File: src/rtl/exec_unit_dtypes.sv
// Shared execution-unit datatypes: instruction-queue entry layout and queue sizing.
package exec_unit_dtypes;

    // Default number of entries in each ALPU instruction queue.
    localparam int IQUEUE_DEPTH = 4;

    // Width of the head-stall watchdog counter.
    localparam int IQUEUE_STALL_BITS = 8;

    // One dispatched instruction waiting for its operands.
    // op0m/op1m mark operands that must be fetched through the operand cache.
    typedef struct packed {
        logic [3:0] opcode;
        logic [4:0] opd;
        logic       op0m;
        logic [4:0] op0;
        logic       op1m;
        logic [4:0] op1;
    } type_iqueue_entry;

endpackage

File: src/rtl/alpu_iqueue.sv
// Per-ALPU in-order instruction queue feeding the operand cache, with a
// head-stall watchdog that makes a deadlocked operand fetch visible.
module alpu_iqueue
    import exec_unit_dtypes::*;
#(
    parameter int DEPTH       = IQUEUE_DEPTH,
    parameter int STALL_LIMIT = 255
) (
    input  logic                     clk,
    input  logic                     reset,
    input  logic                     disp_valid_i,
    input  type_iqueue_entry         disp_entry_i,
    output logic                     disp_ready_o,
    output type_iqueue_entry         ireq_curr_instr,
    output logic                     ireq_valid_o,
    input  logic                     alpu_issue_i,
    input  logic                     flush_i,
    output logic [$clog2(DEPTH):0]   count_o,
    output logic                     stall_o
);

    localparam int IDX_BITS = $clog2(DEPTH);
    localparam int CNT_BITS = IDX_BITS + 1;

    localparam logic [IDX_BITS-1:0]          PTR_ONE     = IDX_BITS'(1);
    localparam logic [CNT_BITS-1:0]          CNT_ONE     = CNT_BITS'(1);
    localparam logic [CNT_BITS-1:0]          CNT_FULL    = CNT_BITS'(DEPTH);
    localparam logic [IQUEUE_STALL_BITS-1:0] STALL_MAX   = '1;
    localparam logic [IQUEUE_STALL_BITS-1:0] STALL_ONE   = IQUEUE_STALL_BITS'(1);
    localparam logic [IQUEUE_STALL_BITS-1:0] STALL_LIM_W = IQUEUE_STALL_BITS'(STALL_LIMIT);

    type_iqueue_entry               mem [DEPTH];
    logic [IDX_BITS-1:0]            rd_ptr;
    logic [IDX_BITS-1:0]            wr_ptr;
    logic [CNT_BITS-1:0]            count;
    logic [IQUEUE_STALL_BITS-1:0]   stall_cnt;
    logic [IQUEUE_STALL_BITS-1:0]   stall_cnt_next;
    logic                           stall_q;
    logic                           push;
    logic                           pop;

    // Outputs depend only on registered state, so no input reaches an output combinationally.
    assign disp_ready_o    = (count != CNT_FULL);
    assign ireq_valid_o    = (count != '0);
    assign ireq_curr_instr = ireq_valid_o ? mem[rd_ptr] : '0;
    assign count_o         = count;
    assign stall_o         = stall_q;

    // Flush wins over both handshakes; an issue against an empty queue is ignored.
    assign push = disp_valid_i & disp_ready_o & ~flush_i;
    assign pop  = alpu_issue_i & ireq_valid_o & ~flush_i;

    // Pointer and occupancy bookkeeping; count is kept apart from the pointers so full and empty never alias.
    always_ff @(posedge clk) begin
        // NOTE: sequential state uses non-blocking assignments so every flop samples pre-edge values.
        if (reset) begin
            rd_ptr <= '0;
            wr_ptr <= '0;
            count  <= '0;
        end else if (flush_i) begin
            rd_ptr <= wr_ptr;
            count  <= '0;
        end else begin
            if (push) wr_ptr <= wr_ptr + PTR_ONE;
            if (pop)  rd_ptr <= rd_ptr + PTR_ONE;
            case ({push, pop})
                2'b10:   count <= count + CNT_ONE;
                2'b01:   count <= count - CNT_ONE;
                default: count <= count;
            endcase
        end
    end

    // Entry storage; slots are only read while counted as occupied.
    always_ff @(posedge clk) begin
        // NOTE: the storage array has no reset; stale slots are masked by count, and skipping reset keeps it a plain register file.
        if (!reset && push) mem[wr_ptr] <= disp_entry_i;
    end

    // Watchdog next value: clear whenever the head is not waiting, else saturating increment.
    always_comb begin
        // NOTE: default assignment first so no path leaves the signal unassigned and infers a latch.
        stall_cnt_next = stall_cnt;
        if (flush_i || pop || !ireq_valid_o) begin
            stall_cnt_next = '0;
        end else if (stall_cnt != STALL_MAX) begin
            stall_cnt_next = stall_cnt + STALL_ONE;
        end
    end

    // Watchdog counter and its registered threshold flag.
    always_ff @(posedge clk) begin
        if (reset) begin
            stall_cnt <= '0;
            stall_q   <= 1'b0;
        end else begin
            stall_cnt <= stall_cnt_next;
            stall_q   <= (stall_cnt_next >= STALL_LIM_W);
        end
    end

endmodule

File: config.mk
export PLATFORM = sky130hd
export DESIGN_NAME = alpu_iqueue
export DESIGN_NICKNAME = d
export VERILOG_FILES = /design/src/rtl/exec_unit_dtypes.sv /design/src/rtl/alpu_iqueue.sv
export SDC_FILE = /design/constraint.sdc
export NUM_CORES = 1
export LEC_CHECK = 0
export CAP_MARGIN = 20
export CORE_ASPECT_RATIO = 1.2
export CORE_MARGIN = 3
export CORE_UTILIZATION = 30
export DETAILED_ROUTE_END_ITERATION = 16
export SYNTH_ARGS = -nofsm -noshare
export SYNTH_HDL_FRONTEND = slang
export SYNTH_SLANG_ARGS = --single-unit
export TNS_END_PERCENT = 1
File: constraint.sdc
create_clock -name clk -period 2.7 [get_ports clk]
set_input_delay 0.405 -clock clk [delete_from_list [all_inputs] [get_ports clk]]
set_output_delay 0.405 -clock clk [all_outputs]
set_load 0.01 [all_outputs]
==> flow_metrics.py <==
metrics = {
    "cells_and_area": {
        "stdcell_area_um2": 5200,
        "drive_above_1_share_pct": 16.6,
        "syn_to_final_growth_pct": 25.0,
        "finalNetCount": 336,
        "n_antenna_cell": 0,
    },
    "setup_path": {
        "crit_type": "reg -> out",
        "crit_chain": "nor3_4 -> and2b_1 -> clkdlybuf4s50_1",
        "critical_path_arrival_ns": 2.12,
        "cpLargestDelayFamily": "simple AND/OR/NAND/NOR gates",
        "endpoint_kind": "primary output",
        "crit_path_max_fanout": 12,
        "cp.buffers_inverters": 1,
        "crit_required_ns": 2.30,
        "critical-path-max-stage-delay_ns": 0.62,
        "setup.worst_path.start_class": "flop",
        "r2r_slack_ns": 0.41,
        "cp_slowest_cell": "nor3_4",
    },
    "pwr": {
        "p_sw_share_pct": 21.1,
        "ir_drop_mv": 0.265,
        "finalPower_mw": 3.15,
        "clkPwrFrac_pct": 38.0,
        "powerDensity_nw_per_um2": 605,
        "p_leak_nw": 1.65,
        "p_switching_mw": 0.662,
        "p_seq_share_pct": 55.1,
        "cellInternalPower_mw": 2.48,
        "combPwrFrac_pct": 6.9,
    },
    "die": {
        "die_y_um": 135,
        "die_w_um": 113,
        "initial_core_util_pct": 31.0,
        "ioPinCount": 53,
        "coreArea_um2": 13400,
        "fp-row-count": 46,
        "die-area_um2": 15300,
    },
    "timing": {
        "whs_ns": 0.517,
        "fin_crit_sh_pct": 93.6,
        "rsz0062_at_grt": "no",
        "final.setup.tns_ns": 0,
        "slew_headroom_pct": 54.4,
        "tightest_slew_ns": 0.682,
        "setup_viol": 0,
        "drv_slew": 0,
        "hold_viol_final": 0,
        "period_needed_ns": 2.53,
        "skew_ns": 0.00549,
        "max_freq_ghz": 0.396,
    },
    "place": {
        "post_dp_cell_area_um2": 4920,
        "place_hpwl_mm": 4.83,
        "port_buffers": 52,
        "gp_congestion": 0.767,
    },
    "synth": {
        "yosysUniqueCellTypes": 41,
        "synth_nets": 277,
        "ys_ff_latch": 102,
        "yosys-top-cells-area": "edfxtp_1 (61%), mux4_2 (11%), dfxtp_1 (8.7%), nor2b_1 (3.2%), ha_1 (1.8%)",
        "yosys_warnings": 0,
        "synth_top_area_share_pct": 60.6,
        "synth_top_cell_by_area": "edfxtp_1",
        "synth_edf_count": 84,
        "yosysSeqAreaShare_pct": 69.3,
        "syn-mean-instance-area_um2": 17.0,
        "synthArstFlopShare_pct": 0,
        "syn_inst": 244,
        "ys.flop_type": "edfxtp_1",
        "synth_area_um2": 4160,
    },
    "clocking": {
        "cts-root-buf": "clkbuf_16",
        "max-clock-path-buffers": 2,
        "ctsResizeCount": 0,
        "cts_tree": "built",
        "clock_latency_ns": 0.33,
        "postCtsHoldBufs": 0,
        "path_clk_slew_ns": 0.07,
        "clkSinkCount": 102,
        "cts_inserted_buffers": 9,
        "post_cts_buffers": 0,
        "htree_levels": 3,
    },
    "routing": {
        "viasPerCell": 4.71,
        "firstDrtPassIters": 4,
        "routed_wl_mm": 7.48,
        "ant_nets": 0,
        "dr.first_iter.drc_count": 102,
        "via_count": 2242,
        "drc": 0,
        "routedWlPerCell_um": 15.7,
    },
    "global_routing": {
        "grt_pass1_vias": 2310,
        "grt_usage_pct": 10.6,
        "overflow": 0,
        "grt_pass1_wl_mm": 12.3,
        "antenna_found_initial": 0,
        "grt_max_degree": 22,
    },
    "run_status": {
        "status": "finished clean",
    },
    "worst_hold_path": {
        "hold_path.class": "reg -> reg",
    },
    "flow_run": {
        "maxCapViolCount": 0,
    },
}
cell usage after synthesis (5+ instances only):
library cell,n
dfxtp_1,18
edfxtp_1,84
nor2_1,12
buf_2,5
nand2_1,5
inv_1,7
ha_1,6
nor2b_1,21
mux4_2,21
registers in the layout, summed over array words and instances (netlist names), named ones only:
| signal | flops |
|---|---|
| mem | 84 |
| stall_cnt | 8 |
| count_o | 3 |
| rd_ptr | 2 |
| wr_ptr | 2 |
| stall_o | 1 |
final cells by class:
cell class | count | area [um^2]
Sequential cell | 102 | 2880
Timing Repair Buffer | 60 | 606
Clock inverter | 7 | 56.3
Multi-Input combinational cell | 123 | 1190
Clock buffer | 9 | 225
Tap cell | 168 | 210
Fill cell | 1277 | 8210
Inverter | 7 | 26.3
metal layers:
layer | vias to the layer above | share of wire [%] | GRT usage, %
li1 | 1064 | - | -
met1 | 1119 | 40 | 13.2
met2 | 51 | 53 | 17.7
met3 | 8 | 5.3 | 3.09
met4 | 0 | 1.4 | 3.61
met5 | - | 0 | 0
worst min-delay path, stage by stage (launching register included):
cell	delay [ns]
dfxtp_1	0.35
nand2_1	0.07
a21oi_1	0.06
cells by family after synthesis:
family	Yosys count	synth area share [%]
xor+xnor	8	1.68
fa+ha+maj	7	2.29
mux	23	11.9
buf+inv	19	2.23
compound gates	18	2.98
simple gates	67	9.66
flops	102	69.3
power groups by stage:
stage               Clock, mW  Sequential, mW  Combinational, mW
detailed placement          0            1.77              0.223
finish                   1.20            1.73              0.217
floorplan                   0            1.77              0.114
CTS                      1.23            1.73              0.224
global placement            0            1.77              0.220
global route             1.30            1.73              0.240
placed cells by master (no fill, tap or decap), types with 2 or more instances in the layout:
cell type / Yosys / routed
a21oi_1: 4 / 4
mux4_2: 21 / 21
nand4_1: 3 / 3
nor2b_1: 21 / 21
o21ai_0: 3 / 3
nand3_1: 3 / 3
and2_1: 4 / 4
xor2_1: 4 / 4
nand2_1: 5 / 5
clkdlybuf4s50_1: 0 / 52
inv_6: 0 / 2
buf_12: 0 / 2
a211oi_1: 2 / 2
clkbuf_16: 0 / 9
mux2i_1: 2 / 2
nor3_2: 4 / 3
buf_4: 2 / 6
clkinvlp_4: 0 / 2
dfxtp_1: 18 / 17
ha_1: 6 / 6
xnor2_1: 4 / 4
edfxtp_1: 84 / 84
nor4_1: 2 / 2
nor3_1: 4 / 4
a31oi_1: 3 / 3
nor2_1: 12 / 12
inv_1: 7 / 7
path summary, 6_finish.rpt:
path,from,endpoint,depth (start not counted)
max,count_o[0],ireq_curr_instr[20],3
min,stall_cnt[1],stall_cnt[1],2
max reg2reg,count_o[2],count_o[2],9
min reg2reg,stall_cnt[1],stall_cnt[1],2
through the flow:
step / worst slack (ns) / instances / util, %
floorplan: 0.522 / 244 / -
global placement: 0.341 / 460 / 36.7
detailed placement: 0.292 / 460 / 36.7
CTS: 0.109 / 476 / 38.8
global route: 0.0283 / 476 / 38.8
finish: 0.172 / 476 / 38.8
Note: power is estimated with default switching activity, not from simulation.
